### src/rtl/lfa_share_arb.sv
// Round-robin front end that time-multiplexes one Ladner-Fischer adder between
// NREQ valid/ready requesters, with an operand stage and a backpressured result stage.
module lfa #(
  parameter int WIDTH = 16
) (
  input  logic [WIDTH-1:0] a,
  input  logic [WIDTH-1:0] b,
  output logic [WIDTH:0]   sum
);
  localparam int LV = $clog2(WIDTH);

  logic [WIDTH-1:0] g0;
  logic [WIDTH-1:0] p0;
  logic [WIDTH-1:0] gf;

  assign g0 = a & b;
  assign p0 = a ^ b;

  genvar gi, bi;
  // Group propagate is only kept for groups not yet reaching bit 0; carry-in is 0,
  // so a group anchored at bit 0 is fully described by its generate.
  for (gi = 0; gi < LV; gi++) begin : lvl
    localparam int S = 1 << gi;
    logic [WIDTH-1:0] gin;
    logic [WIDTH-1:0] gout;
    logic [WIDTH-1:S] pin;
    if (gi == 0) begin : src
      assign gin = g0;
      assign pin = p0[WIDTH-1:1];
    end else begin : src
      assign gin = lvl[gi-1].gout;
      assign pin = lvl[gi-1].pb.pout;
    end
    for (bi = 0; bi < WIDTH; bi++) begin : gb
      if ((bi / S) % 2 == 1) begin : cmb
        assign gout[bi] = gin[bi] | (pin[bi] & gin[(bi / S) * S - 1]);
      end else begin : pas
        assign gout[bi] = gin[bi];
      end
    end
    if (2 * S < WIDTH) begin : pb
      logic [WIDTH-1:2*S] pout;
      for (bi = 2 * S; bi < WIDTH; bi++) begin : pbit
        if ((bi / S) % 2 == 1) begin : cmb
          assign pout[bi] = pin[bi] & pin[(bi / S) * S - 1];
        end else begin : pas
          assign pout[bi] = pin[bi];
        end
      end
    end
  end

  assign gf  = lvl[LV-1].gout;
  assign sum = {gf[WIDTH-1], p0[WIDTH-1:1] ^ gf[WIDTH-2:0], p0[0]};
endmodule

module lfa_share_arb #(
  parameter  int WIDTH = 16,
  parameter  int NREQ  = 4,
  localparam int IDW   = $clog2(NREQ)
) (
  input  logic                  clk,
  input  logic                  rst_n,
  input  logic [NREQ-1:0]       req_valid,
  output logic [NREQ-1:0]       req_ready,
  input  logic [NREQ*WIDTH-1:0] req_a,
  input  logic [NREQ*WIDTH-1:0] req_b,
  output logic                  rsp_valid,
  input  logic                  rsp_ready,
  output logic [WIDTH:0]        rsp_sum,
  output logic [IDW-1:0]        rsp_id,
  output logic [31:0]           op_count
);
  logic [WIDTH-1:0] a_arr [NREQ];
  logic [WIDTH-1:0] b_arr [NREQ];
  logic [IDW-1:0]   rr_ptr;
  logic [IDW-1:0]   gnt_idx;
  logic [IDW:0]     cand;
  logic             gnt_any;
  logic [NREQ-1:0]  grant;
  logic [WIDTH-1:0] s1_a;
  logic [WIDTH-1:0] s1_b;
  logic [IDW-1:0]   s1_id;
  logic             s1_valid;
  logic [WIDTH:0]   lfa_sum;
  logic             s2_free;
  logic             s1_free;
  logic             s1_adv;
  logic             accept;

  genvar gi;
  for (gi = 0; gi < NREQ; gi++) begin : g_slice
    assign a_arr[gi] = req_a[gi*WIDTH +: WIDTH];
    assign b_arr[gi] = req_b[gi*WIDTH +: WIDTH];
  end

  // Scan from rr_ptr upward, wrapping modulo NREQ; first valid requester wins.
  always_comb begin
    grant   = '0;
    gnt_idx = '0;
    gnt_any = 1'b0;
    cand    = '0;
    for (int k = 0; k < NREQ; k++) begin
      cand = {1'b0, rr_ptr} + (IDW+1)'(k);
      if (cand >= (IDW+1)'(NREQ)) cand = cand - (IDW+1)'(NREQ);
      if (!gnt_any && req_valid[cand[IDW-1:0]]) begin
        gnt_any = 1'b1;
        gnt_idx = cand[IDW-1:0];
      end
    end
    grant[gnt_idx] = gnt_any;
  end

  assign s2_free   = !rsp_valid || rsp_ready;
  assign s1_free   = !s1_valid || s2_free;
  assign s1_adv    = s1_valid && s2_free;
  assign req_ready = grant & {NREQ{s1_free && rst_n}};
  assign accept    = gnt_any && s1_free && rst_n;

  lfa #(.WIDTH(WIDTH)) u_lfa (
    .a   (s1_a),
    .b   (s1_b),
    .sum (lfa_sum)
  );

  always_ff @(posedge clk) begin
    if (!rst_n) begin
      s1_valid  <= 1'b0;
      s1_a      <= '0;
      s1_b      <= '0;
      s1_id     <= '0;
      rsp_valid <= 1'b0;
      rsp_sum   <= '0;
      rsp_id    <= '0;
      rr_ptr    <= '0;
      op_count  <= '0;
    end else begin
      if (s1_adv) begin
        rsp_valid <= 1'b1;
        rsp_sum   <= lfa_sum;
        rsp_id    <= s1_id;
      end else if (rsp_valid && rsp_ready) begin
        rsp_valid <= 1'b0;
      end
      if (rsp_valid && rsp_ready) op_count <= op_count + 32'd1;
      if (accept) begin
        s1_valid <= 1'b1;
        s1_a     <= a_arr[gnt_idx];
        s1_b     <= b_arr[gnt_idx];
        s1_id    <= gnt_idx;
        rr_ptr   <= (gnt_idx == IDW'(NREQ - 1)) ? '0 : gnt_idx + 1'b1;
      end else if (s1_adv) begin
        s1_valid <= 1'b0;
      end
    end
  end
endmodule
### config.mk
export PLATFORM = sky130hd
export DESIGN_NAME = lfa_share_arb
export DESIGN_NICKNAME = d
export VERILOG_FILES = /design/src/rtl/lfa_share_arb.sv
export SDC_FILE = /design/constraint.sdc
export NUM_CORES = 1
export LEC_CHECK = 0
export ABC_CLOCK_PERIOD_IN_PS = 3840
export CAP_MARGIN = 40
export CORE_ASPECT_RATIO = 1.2
export CORE_MARGIN = 1
export CORE_UTILIZATION = 40
export CTS_CLUSTER_SIZE = 8
export DETAILED_ROUTE_END_ITERATION = 10
export PLACE_DENSITY = 0.73
export SLEW_MARGIN = 15
export SYNTH_ARGS = -nofsm -noshare
export SYNTH_HDL_FRONTEND = slang
export SYNTH_SLANG_ARGS = --single-unit
### constraint.sdc
create_clock -name clk -period 3.84 [get_ports clk]
set_input_delay 1.152 -clock clk [delete_from_list [all_inputs] [get_ports clk]]
set_output_delay 1.152 -clock clk [all_outputs]
set_load 0.02 [all_outputs]
==> results of run 1 <==
-- cells in the final DEF, fill, tap and decap left out, types with 4 or more instances in the layout --
cell type	count
sky130_fd_sc_hd__fa_1	4
sky130_fd_sc_hd__nor2_1	34
sky130_fd_sc_hd__o21ai_0	47
sky130_fd_sc_hd__and3_1	7
sky130_fd_sc_hd__or3_1	6
sky130_fd_sc_hd__a21oi_1	32
sky130_fd_sc_hd__clkbuf_16	9
sky130_fd_sc_hd__ha_1	17
sky130_fd_sc_hd__mux2i_1	33
sky130_fd_sc_hd__nor3_1	8
sky130_fd_sc_hd__nand3_1	14
sky130_fd_sc_hd__dfxtp_1	89
sky130_fd_sc_hd__dlygate4sd2_1	4
sky130_fd_sc_hd__a211oi_1	5
sky130_fd_sc_hd__nor4_1	8
sky130_fd_sc_hd__nand2_1	75
sky130_fd_sc_hd__xnor2_1	20
sky130_fd_sc_hd__clkdlybuf4s50_1	182
sky130_fd_sc_hd__xor2_1	8
sky130_fd_sc_hd__nand4_1	6
sky130_fd_sc_hd__buf_4	29
sky130_fd_sc_hd__o211ai_1	34
sky130_fd_sc_hd__a21o_1	5
sky130_fd_sc_hd__and4_1	37
sky130_fd_sc_hd__o31a_1	33
sky130_fd_sc_hd__inv_1	14
-- final timing paths --
kind	slack, ps	endpoint	startpoint	cells after the start
worst min register to register	450	rsp_sum[6]	rsp_sum[6]	2
worst max register to register	1040	rsp_sum[9]	s1_a[0]	9
worst max-delay path	80	req_ready[1]	rsp_ready	6
worst min-delay path	450	rsp_sum[6]	rsp_sum[6]	2
-- tightest hold or removal path, delay by kind of cell (launching register included) --
family	cells	cell delay, ps
AND/OR/NAND/NOR	1	50
flip-flops	1	310
AO/OA/AOI/OAI	1	50
-- cell type report --
class | count | area [sq um]
timing repair buffer | 218 | 2100
clock inverter | 3 | 42.5
sequential | 89 | 1780
tap | 164 | 205
inverter | 15 | 56.3
clock buffer | 11 | 243
fill | 1173 | 5030
multi-input combinational | 485 | 3380
antenna | 1 | 2.50
-- layer usage --
layer	vias up	track usage, %	part of all wire [%]
met5	-	0	0
met4	0	10.2	2.9
met3	33	4.91	6.4
met2	235	44.6	49
met1	2507	28.0	41
li1	2729	-	-
-- kinds of logic (layout without fill, tap and decap cells) --
kind of cell,Yosys count,count (layout),share of synthesized area (%)
DFF,89,89,33.4
and+or+nand+nor,226,226,23.4
xor gates and xnor gates,28,28,4.59
muxes,34,34,6.40
AOI/OAI and AO/OA,176,176,22.0
buffers and inverters,64,247,4.76
adders and majority gates,21,21,5.48
other,0,1,0
-- Yosys cell counts (2+ instances only) --
| library cell | instances | area [sq um] |
|---|---|---|
| sky130_fd_sc_hd__buf_2 | 5 | 25.0 |
| sky130_fd_sc_hd__and3_1 | 7 | 43.8 |
| sky130_fd_sc_hd__inv_1 | 14 | 52.6 |
| sky130_fd_sc_hd__and4_1 | 37 | 324 |
| sky130_fd_sc_hd__nand3_1 | 15 | 75.1 |
| sky130_fd_sc_hd__ha_1 | 17 | 213 |
| sky130_fd_sc_hd__a21oi_1 | 33 | 165 |
| sky130_fd_sc_hd__or3_2 | 2 | 15.0 |
| sky130_fd_sc_hd__a31oi_1 | 3 | 18.8 |
| sky130_fd_sc_hd__nand3_4 | 2 | 35.0 |
| sky130_fd_sc_hd__xor2_1 | 8 | 70.1 |
| sky130_fd_sc_hd__or2_2 | 2 | 12.5 |
| sky130_fd_sc_hd__nand4_1 | 6 | 37.5 |
| sky130_fd_sc_hd__or3_1 | 6 | 37.5 |
| sky130_fd_sc_hd__nand2_1 | 75 | 282 |
| sky130_fd_sc_hd__o21ai_0 | 48 | 240 |
| sky130_fd_sc_hd__o221ai_1 | 2 | 17.5 |
| sky130_fd_sc_hd__nor4_1 | 10 | 62.6 |
| sky130_fd_sc_hd__clkbuf_1 | 41 | 154 |
| sky130_fd_sc_hd__o211ai_1 | 34 | 255 |
| sky130_fd_sc_hd__a221o_1 | 2 | 20.0 |
| sky130_fd_sc_hd__a21o_1 | 5 | 37.5 |
| sky130_fd_sc_hd__a211oi_1 | 6 | 45.0 |
| sky130_fd_sc_hd__xnor2_1 | 20 | 175 |
| sky130_fd_sc_hd__a311oi_1 | 2 | 17.5 |
| sky130_fd_sc_hd__dfxtp_1 | 89 | 1780 |
| sky130_fd_sc_hd__and2_1 | 2 | 12.5 |
| sky130_fd_sc_hd__nand3b_1 | 2 | 15.0 |
| sky130_fd_sc_hd__buf_1 | 2 | 7.51 |
| sky130_fd_sc_hd__nor2b_1 | 3 | 18.8 |
| sky130_fd_sc_hd__nand2b_1 | 3 | 18.8 |
| sky130_fd_sc_hd__nor3_1 | 9 | 45.0 |
| sky130_fd_sc_hd__fa_1 | 4 | 80.1 |
| sky130_fd_sc_hd__o31a_1 | 33 | 289 |
| sky130_fd_sc_hd__nor2_1 | 37 | 139 |
| sky130_fd_sc_hd__or4_1 | 2 | 15.0 |
| sky130_fd_sc_hd__mux2i_1 | 33 | 330 |
-- sequential cells by signal (all words and copies together) (netlist names) --
register	flops
rr_ptr	2
s1_id	2
s1_b	16
op_count	32
rsp_sum	17
s1_valid	1
s1_a	16
rsp_id	2
rsp_valid	1
-- repair_timing --
item,CTS,global route
hold buffers,0,0
resized for setup,34,0
setup endpoints to repair,4,0
buffers inserted,1,0
endpoints found under the hold margin,0,0
-- where the power goes --
part / internal, uW / switching [uW] / total (uW)
registers: 1030 / 93.6 / 1130
clock network: 514 / 353 / 867
logic: 487 / 492 / 978
total: 2030 / 938 / 2970
-- metrics by stage --
stage / setup TNS (ps) / instances / hold WS (ps) / utilization [%] / cell area (sq um)
detailed placement: -2500 / 970 / 448 / 58.3 / 7480
global route: 0 / 986 / 481 / 60.8 / 7810
global placement: -2320 / 970 / 441 / 58.3 / 7480
CTS: 0 / 985 / 455 / 60.8 / 7810
floorplan: 0 / 638 / 432 / - / 5350
finish: 0 / 986 / 455 / 60.8 / 7810
==> qor.yml, run 1 <==
outcome: "complete, no violations"
rsz0062_at_grt: "false"
drtPass1Iterations: 7
post-route-period-util_pct: 97.9
remaining_drc_errors: 0
worstMarginPinSlew_ps: 780
cts_root_buffer_type: "sky130_fd_sc_hd__clkbuf_16"
cts.sink_count: 89
setup_violations: 0
syn-mean-instance-area_sq_um: 8.37
initial_utilization_pct: 41.6
final_period_demand_of_the_worst_path_ps: 3760
timing.final.max_slew_violations: 0
dr.first_iter.drc_count: 265
crit_fanout: 2
worstHoldPathType: "reg -> reg"
maxSlewHeadroom_pct: 48.0
place.port_buffers: 190
grt_max_degree: 33
detail_route.vias_per_cell: 5.58
synth-async-reset-ratio_pct: 0
netlist_instances: 638
power_leakage_uw: 0.00284
timing.critical_path.buf_inv: 2
syn_nets: 794
first_global_vias: 5555
synth_edf_count: 0
die_area_sq_um: 13800
cts.clk_slew.worst_paths_ps: 60
synth-main-ff-cell: "sky130_fd_sc_hd__dfxtp_1"
wl_per_cell_microns: 16.7
slowest_delay_ps: 500
floorplan.io_pins: 191
cap_violations: 0
residual_antenna_violating_net_count_after_detailed_routing: 0
routabilityCongestion: 0.882
crit_path_top_delay_cell: "sky130_fd_sc_hd__clkdlybuf4s50_1"
tritoncts: "built"
ys_ff_latch: 89
global_route.usage.total_pct: 24.6
synth.cell_area_sq_um: 5340
placeable_core_region_sq_um: 12800
numCtsBuffers: 9
cp.arrival_ps: 2610
ctsLongestPathBuffers: 2
hold_viol_final: 0
synth-seq-area-share_pct: 33.4
yosysWarningCount: 0
rows: 45
critical_path_required_ps: 2690
area_delta_synth_final_pct: 46.3
pwr_density_cell_nw_per_um2: 380
clock_insertion_delay_worst_skew_ps: 340
preCtsSetupSlack_ps: -684
ys_types: 54
detailroute.via_count: 5504
finalClockSkew_ps: 5.08
power.ir.vdd_worst_mv: 0.225
die_h_microns: 129
die_width_microns: 107
setup_slack_ps: 82.1
worstSetupPathType: "in -> out"
grt_overflow: 0
total_power_uw: 2970
fin_nets: 974
htree_levels: 3
crit_family: "buffers and inverters"
cp_cell_sequence: "clkdlybuf4s50_1 -> nand3b_1 -> nand3_4 -> a211oi_2 -> nor2b_1 -> buf_2"
drive_above_1_share_pct: 8.53
place_hpwl_microns: 13000
grt_antenna_before_repair: 1
crit_path_end_kind: "output port"
fmax_mhz: 266
drt-total-wl_microns: 16400
grt_first_pass_wirelength_microns: 26700
worstSetupStartpointType: "input pin"
No activity file was read; power rests on OpenSTA's default activity.
==> run 2: changes to the inputs <==
--- a/config.mk
+++ b/config.mk
@@ -12,7 +12,9 @@
 export CORE_UTILIZATION = 40
 export CTS_CLUSTER_SIZE = 8
 export DETAILED_ROUTE_END_ITERATION = 10
+export GPL_TIMING_DRIVEN = 0
 export PLACE_DENSITY = 0.73
+export REMOVE_ABC_BUFFERS = 1
 export SLEW_MARGIN = 15
 export SYNTH_ARGS = -nofsm -noshare
 export SYNTH_HDL_FRONTEND = slang
==> qor.yml, run 2 (same netlist as run 1, synthesis figures left out) <==
layout.cell_area.non_filler_sq_um: 7880  # +0.91%
hold_viol_final: 0  # unchanged
place.port_buffers: 190  # unchanged
grt_overflow: 0  # unchanged
fin_nets: 965  # -0.92%
global_route.usage.total_pct: 24.5  # -0.12 points
initial_utilization_pct: 41.6  # unchanged
grt_antenna_before_repair: 0  # -1
combinational_share_of_power_pct: 32.5  # -0.4 points
worstHoldPathType: "reg -> reg"
sw_frac_of_total_pct: 30.8  # -0.78 points
most_flop_heavy_register: "op_count"
worstMarginPinSlew_ps: 791  # +10.7 ps
detail_route.vias_per_cell: 5.69  # +1.9%
detailroute.via_count: 5565  # +1.1%
critical_path_required_ps: 2690  # about the same
tritoncts: "built"
rows: 45  # unchanged
maxSlewHeadroom_pct: 47.2  # -0.77 points
power.internal_uw: 2190  # +7.7%
setup_slack_ps: 102  # +20.1 ps
outcome: "complete, no violations"
setup_violations: 0  # unchanged
wl_per_cell_microns: 17.0  # +1.9%
cap_violations: 0  # unchanged
post-route-period-util_pct: 97.3  # -0.52 points
timing.final.max_slew_violations: 0  # unchanged
fmax_mhz: 268  # +0.54%
commonest_non_fill_non_tap_cell_in_the_layout: "sky130_fd_sc_hd__clkdlybuf4s50_1"
preCtsSetupSlack_ps: -1320  # -640 ps
drtPass1Iterations: 4  # -3
cts_root_buffer_type: "sky130_fd_sc_hd__clkbuf_16"
placement.cell_area_sq_um: 7400  # -1.0%
power_leakage_uw: 0.00284  # about the same
finalClockSkew_ps: 8.09  # +3.01 ps
grt_max_degree: 54  # +64%
cts.clk_slew.worst_paths_ps: 60  # about the same
die_width_microns: 107  # unchanged
place_hpwl_microns: 11800  # -8.8%
area_delta_synth_final_pct: 47.6
die_h_microns: 129  # unchanged
largest_register_ff_count: 32  # unchanged
crit_path_end_kind: "output port"
worstSetupStartpointType: "input pin"
largestRegisters: "op_count x32, rsp_sum x17"
crit_path_top_delay_cell: "sky130_fd_sc_hd__nor3_4"
placeable_core_region_sq_um: 12800  # unchanged
numCtsBuffers: 9  # unchanged
die_area_sq_um: 13800  # unchanged
power.ir.vdd_worst_mv: 0.266  # +18%
first_global_vias: 5555  # unchanged
htree_levels: 3  # unchanged
most-common-layout-cells: "sky130_fd_sc_hd__clkdlybuf4s50_1, sky130_fd_sc_hd__dfxtp_1, sky130_fd_sc_hd__nand2_1, sky130_fd_sc_hd__o21ai_0, sky130_fd_sc_hd__and4_1"
n_fill_cell: 1118  # -4.7%
num_antenna_cells: 0  # -1
rsz0062_at_grt: "false"
pwr_density_cell_nw_per_um2: 401  # +5.5%
crit_fanout: 10  # +8
fin_worst_hold_slack_ps: 455  # +0.688 ps
dr.first_iter.drc_count: 334  # +26%
cts.sink_count: 89  # unchanged
worstSetupPathType: "in -> out"
final_period_demand_of_the_worst_path_ps: 3740  # -20.1 ps
routabilityCongestion: 0.827  # -6.2%
cp.arrival_ps: 2590  # -20 ps
clock_power_share_pct: 32.3  # +3.1 points
cp_cell_sequence: "buf_2 -> a21oi_2 -> nor3b_4 -> buf_6 -> nor3_4 -> ha_2 -> and3_1 -> buf_4"
drt-total-wl_microns: 16600  # +1.1%
drive_above_1_share_pct: 9.09  # +0.56 points
floorplan.io_pins: 191  # unchanged
slowest_delay_ps: 240  # -260 ps
remaining_drc_errors: 0  # unchanged
power_switching_uw: 974  # +3.9%
residual_antenna_violating_net_count_after_detailed_routing: 0  # unchanged
seqPwrFrac_pct: 35.2  # -2.7 points
ctsLongestPathBuffers: 2  # unchanged
clock_insertion_delay_worst_skew_ps: 350  # about the same
grt_first_pass_wirelength_microns: 26300  # -1.5%
==> run 2: cell types whose count changed in the layout (fill, tap and decap cells not counted), moves of 2 or more <==
cell	before	now
sky130_fd_sc_hd__o221ai_2	2	0
sky130_fd_sc_hd__nor4_1	8	10
sky130_fd_sc_hd__buf_4	29	10
sky130_fd_sc_hd__buf_2	2	5
sky130_fd_sc_hd__clkdlybuf4s15_2	0	2
sky130_fd_sc_hd__dlygate4sd2_1	4	0
sky130_fd_sc_hd__clkbuf_2	0	2
sky130_fd_sc_hd__clkdlybuf4s50_1	182	180
sky130_fd_sc_hd__bufinv_16	1	3
sky130_fd_sc_hd__buf_6	1	4
sky130_fd_sc_hd__o221ai_4	0	2
==> run 2: what timing repair did <==
action	in CTS	in global routing
pin swaps	6	2
endpoints found under the setup margin	4	4
setup buffers	6	2
hold buffers	0	0
cloned	3	0
resized for setup	53	7
==> run 2: power groups by stage <==
stage / clock network [uW] / registers, uW / logic [uW]
3_3_place_gp: 0 / 1120 / 934
5_1_grt: 1070 / 1120 / 1120
2_1_floorplan: 0 / 1150 / 535
6_report: 1020 / 1110 / 1030
3_5_place_dp: 0 / 1130 / 966
4_1_cts: 1030 / 1110 / 1020
==> run 2: cell type report <==
class | count | area (sq um) | share of cell area (%)
clock inverters | 5 | 103 | 1.30
flip-flops and latches | 89 | 1780 | 22.6
multi-input cells | 488 | 3450 | 43.8
repair buffers | 206 | 2040 | 25.9
inverters | 15 | 57.6 | 0.730
well taps | 164 | 205 | 2.60
clock buffers | 11 | 243 | 3.08
==> run 2: layer usage <==
metal	track usage (%)	vias up	share of wire (%)	wire (microns)
met5	0	-	0	0
met4	12.2	0	3.4	558
met3	6.53	38	7.0	1170
met2	44.1	216	50	8270
met1	26.3	2595	40	6620
li1	-	2716	-	-
==> run 2: worst max-delay path, delay by kind of cell <==
kind	cells	cell delay, ps
AND/OR/NAND/NOR	3	490
buffers and inverters	3	490
AO/OA/AOI/OAI	1	220
adder cells (fa/ha/maj)	1	230
==> run 2: worst paths after layout <==
path | start | endpoint | slack (ps) | depth (start not counted)
setup / recovery | req_valid[1] | req_ready[3] | 100 | 8
hold / removal | rsp_sum[6] | rsp_sum[6] | 460 | 2
setup reg to reg | s1_a[0] | rsp_sum[9] | 1130 | 9
hold reg to reg | rsp_sum[6] | rsp_sum[6] | 460 | 2
==> run 2: through the flow <==
stage	util [%]	TNS (ps)	cells	power, uW
2_1_floorplan	-	-76490	589	1680
3_3_place_gp	56.5	-156830	943	2060
3_5_place_dp	57.7	-8140	952	2090
4_1_cts	61.4	-13.0	976	3170
5_1_grt	61.4	0	978	3320
6_report	61.4	0	978	3160
==> run 3: changes to the inputs <==
--- a/config.mk
+++ b/config.mk
@@ -5,13 +5,14 @@
 export SDC_FILE = /design/constraint.sdc
 export NUM_CORES = 1
 export LEC_CHECK = 0
-export ABC_CLOCK_PERIOD_IN_PS = 3840
+export ABC_CLOCK_PERIOD_IN_PS = 4800
 export CAP_MARGIN = 40
 export CORE_ASPECT_RATIO = 1.2
 export CORE_MARGIN = 1
 export CORE_UTILIZATION = 40
 export CTS_CLUSTER_SIZE = 8
 export DETAILED_ROUTE_END_ITERATION = 10
+export GPL_ROUTABILITY_DRIVEN = 0
 export GPL_TIMING_DRIVEN = 0
 export PLACE_DENSITY = 0.73
 export REMOVE_ABC_BUFFERS = 1
==> constraint.sdc (replaced) <==
create_clock -name clk -period 4.8 [get_ports clk]
set_input_delay 1.44 -clock clk [delete_from_list [all_inputs] [get_ports clk]]
set_output_delay 1.44 -clock clk [all_outputs]
set_load 0.02 [all_outputs]
==> qor.yml, run 3 (same netlist as run 1, synthesis figures left out) <==
post_route_insts_no_fill: 976  # -0.20%
drive_above_1_share_pct: 7.51  # -1.6 points
commonest_non_fill_non_tap_cell_in_the_layout: "sky130_fd_sc_hd__clkdlybuf4s50_1"
first_global_vias: 5553  # -0.036%
cts_root_buffer_type: "sky130_fd_sc_hd__clkbuf_16"
rsz0062_at_grt: "false"
post-route-period-util_pct: 98.8
floorplan.io_pins: 191  # unchanged
cts.sink_count: 89  # unchanged
placedCellCount: 952  # unchanged
worst_path_most_repeated_cell: "sky130_fd_sc_hd__dlygate4sd2_1"
setup_violations: 0  # unchanged
power.internal_uw: 1740  # -20%
crit_fanout: 25  # +15
dr.first_iter.drc_count: 281  # -16%
grt_first_pass_wirelength_microns: 26200  # -0.37%
largestRegisters: "op_count x32, rsp_sum x17"
placement.cell_area_sq_um: 7400  # unchanged
remaining_drc_errors: 0  # unchanged
wl_per_cell_microns: 16.9  # -0.47%
place_hpwl_microns: 11800  # unchanged
crit_family: "buffers and inverters"
clock_power_share_pct: 32.4  # about the same
grt_antenna_before_repair: 0  # unchanged
detail_route.vias_per_cell: 5.69  # about the same
seqPwrFrac_pct: 35.4  # +0.2 points
timing.critical_path.buf_inv: 3  # unchanged
clock_insertion_delay_worst_skew_ps: 340  # about the same
residual_antenna_violating_net_count_after_detailed_routing: 0  # unchanged
drtPass1Iterations: 5  # +1
cts.clk_slew.worst_paths_ps: 60  # about the same
fmax_mhz: 211
power.ir.vdd_worst_mv: 0.212  # -20%
finalClockSkew_ps: 5.41  # -2.68 ps
final_period_demand_of_the_worst_path_ps: 4740
hold_viol_final: 0  # unchanged
power_switching_uw: 767  # -21%
most_flop_heavy_register: "op_count"
timing.final.max_slew_violations: 0  # unchanged
grt_max_degree: 54  # unchanged
grt_overflow: 0  # unchanged
drt-total-wl_microns: 16500  # -0.67%
htree_levels: 3  # unchanged
numCtsBuffers: 9  # unchanged
n_fill_cell: 1125  # +0.63%
cap_violations: 0  # unchanged
area_delta_synth_final_pct: 47.0
ctsLongestPathBuffers: 2  # unchanged
fin_nets: 963  # -0.21%
die_area_sq_um: 13800  # unchanged
pwr_density_cell_nw_per_um2: 320  # -20%
largest_register_ff_count: 32  # unchanged
power_leakage_uw: 0.00284  # -0.32%
detailroute.via_count: 5551  # -0.25%
cp_cell_sequence: "dlygate4sd2_1 -> or4_4 -> nand3_4 -> a211oi_4 -> buf_16 -> nor2b_1 -> dlygate4sd2_1"
crit_path_top_delay_cell: "sky130_fd_sc_hd__dlygate4sd2_1"
place.port_buffers: 190  # unchanged
layout.cell_area.non_filler_sq_um: 7850  # -0.43%
die_h_microns: 129  # unchanged
setup_tns_ps: 0  # unchanged
maxSlewHeadroom_pct: 46.6  # -0.61 points
tritoncts: "built"
fin_worst_hold_slack_ps: 456  # +0.402 ps
global_route.usage.total_pct: 24.4  # -0.064 points
initial_utilization_pct: 41.6  # unchanged
worstMarginPinSlew_ps: 800  # +9.14 ps
num_antenna_cells: 0  # unchanged
slowest_delay_ps: 530  # +290 ps
worstHoldPathType: "reg -> reg"
crit_path_end_kind: "output port"
most-common-layout-cells: "sky130_fd_sc_hd__clkdlybuf4s50_1, sky130_fd_sc_hd__dfxtp_1, sky130_fd_sc_hd__nand2_1, sky130_fd_sc_hd__o21ai_0, sky130_fd_sc_hd__and4_1"
combinational_share_of_power_pct: 32.3  # -0.2 points
rows: 45  # unchanged
die_width_microns: 107  # unchanged
worstSetupPathType: "in -> out"
outcome: "complete, no violations"
worstSetupStartpointType: "input pin"
placeable_core_region_sq_um: 12800  # unchanged
total_power_uw: 2510  # -21%
sw_frac_of_total_pct: 30.5  # -0.25 points
cp.arrival_ps: 3300  # +710 ps
critical_path_required_ps: 3360  # +670 ps
run 3: power by group through the flow:
stage / logic (uW) / clock network, uW / registers, uW
6_report: 810 / 812 / 888
5_1_grt: 884 / 859 / 897
4_1_cts: 810 / 826 / 888
3_5_place_dp: 773 / 0 / 902
3_3_place_gp: 747 / 0 / 897
2_1_floorplan: 428 / 0 / 917
run 3: metal layers:
metal	wire (microns)	track usage, %
met5	0	0
met3	1260	6.74
met4	575	12.8
met1	6450	26.0
met2	8230	43.8
run 3: worst paths after layout:
check                    start  depth (start not counted)  slack (ps)           end
hold reg to reg     rsp_sum[6]                          2         460    rsp_sum[6]
setup reg to reg       s1_a[0]                          9        2090    rsp_sum[9]
hold / removal      rsp_sum[6]                          2         460    rsp_sum[6]
setup / recovery  req_valid[3]                          7          60  req_ready[1]
run 3: cell type report:
class	count	area (sq um)	share of cell area, %
multi-input combinational	488	3420	43.6
timing repair buffer	204	2040	26.0
clock buffer	11	243	3.09
clock inverter	5	103	1.31
tap	164	205	2.61
sequential	89	1780	22.7
inverter	15	57.6	0.733
run 3: timing repair:
action | CTS | global route
gates cloned | 3 | 0
hold buffers | 0 | 0
buffers inserted | 6 | 0
pin swaps | 5 | 0
hold endpoints to repair | 0 | 0
endpoints found under the setup margin | 4 | 2
gates resized for setup | 25 | 2
run 3: per-stage QoR:
| step | util (%) | setup slack (ps) |
|---|---|---|
| CTS | 61.2 | 66.7 |
| detailed placement | 57.7 | -941 |
| global placement | 56.5 | -5260 |
| finish | 61.1 | 56.9 |
| floorplan | - | -2850 |
| global route | 61.1 | 11.1 |
run 3: worst reg2reg max path: cells and delay by family, from the launching register on:
family | cells | cell delay [ps]
flip-flops | 1 | 310
AO/OA/AOI/OAI | 5 | 1130
XOR/XNOR | 1 | 140
adder cells (fa/ha/maj) | 3 | 1020
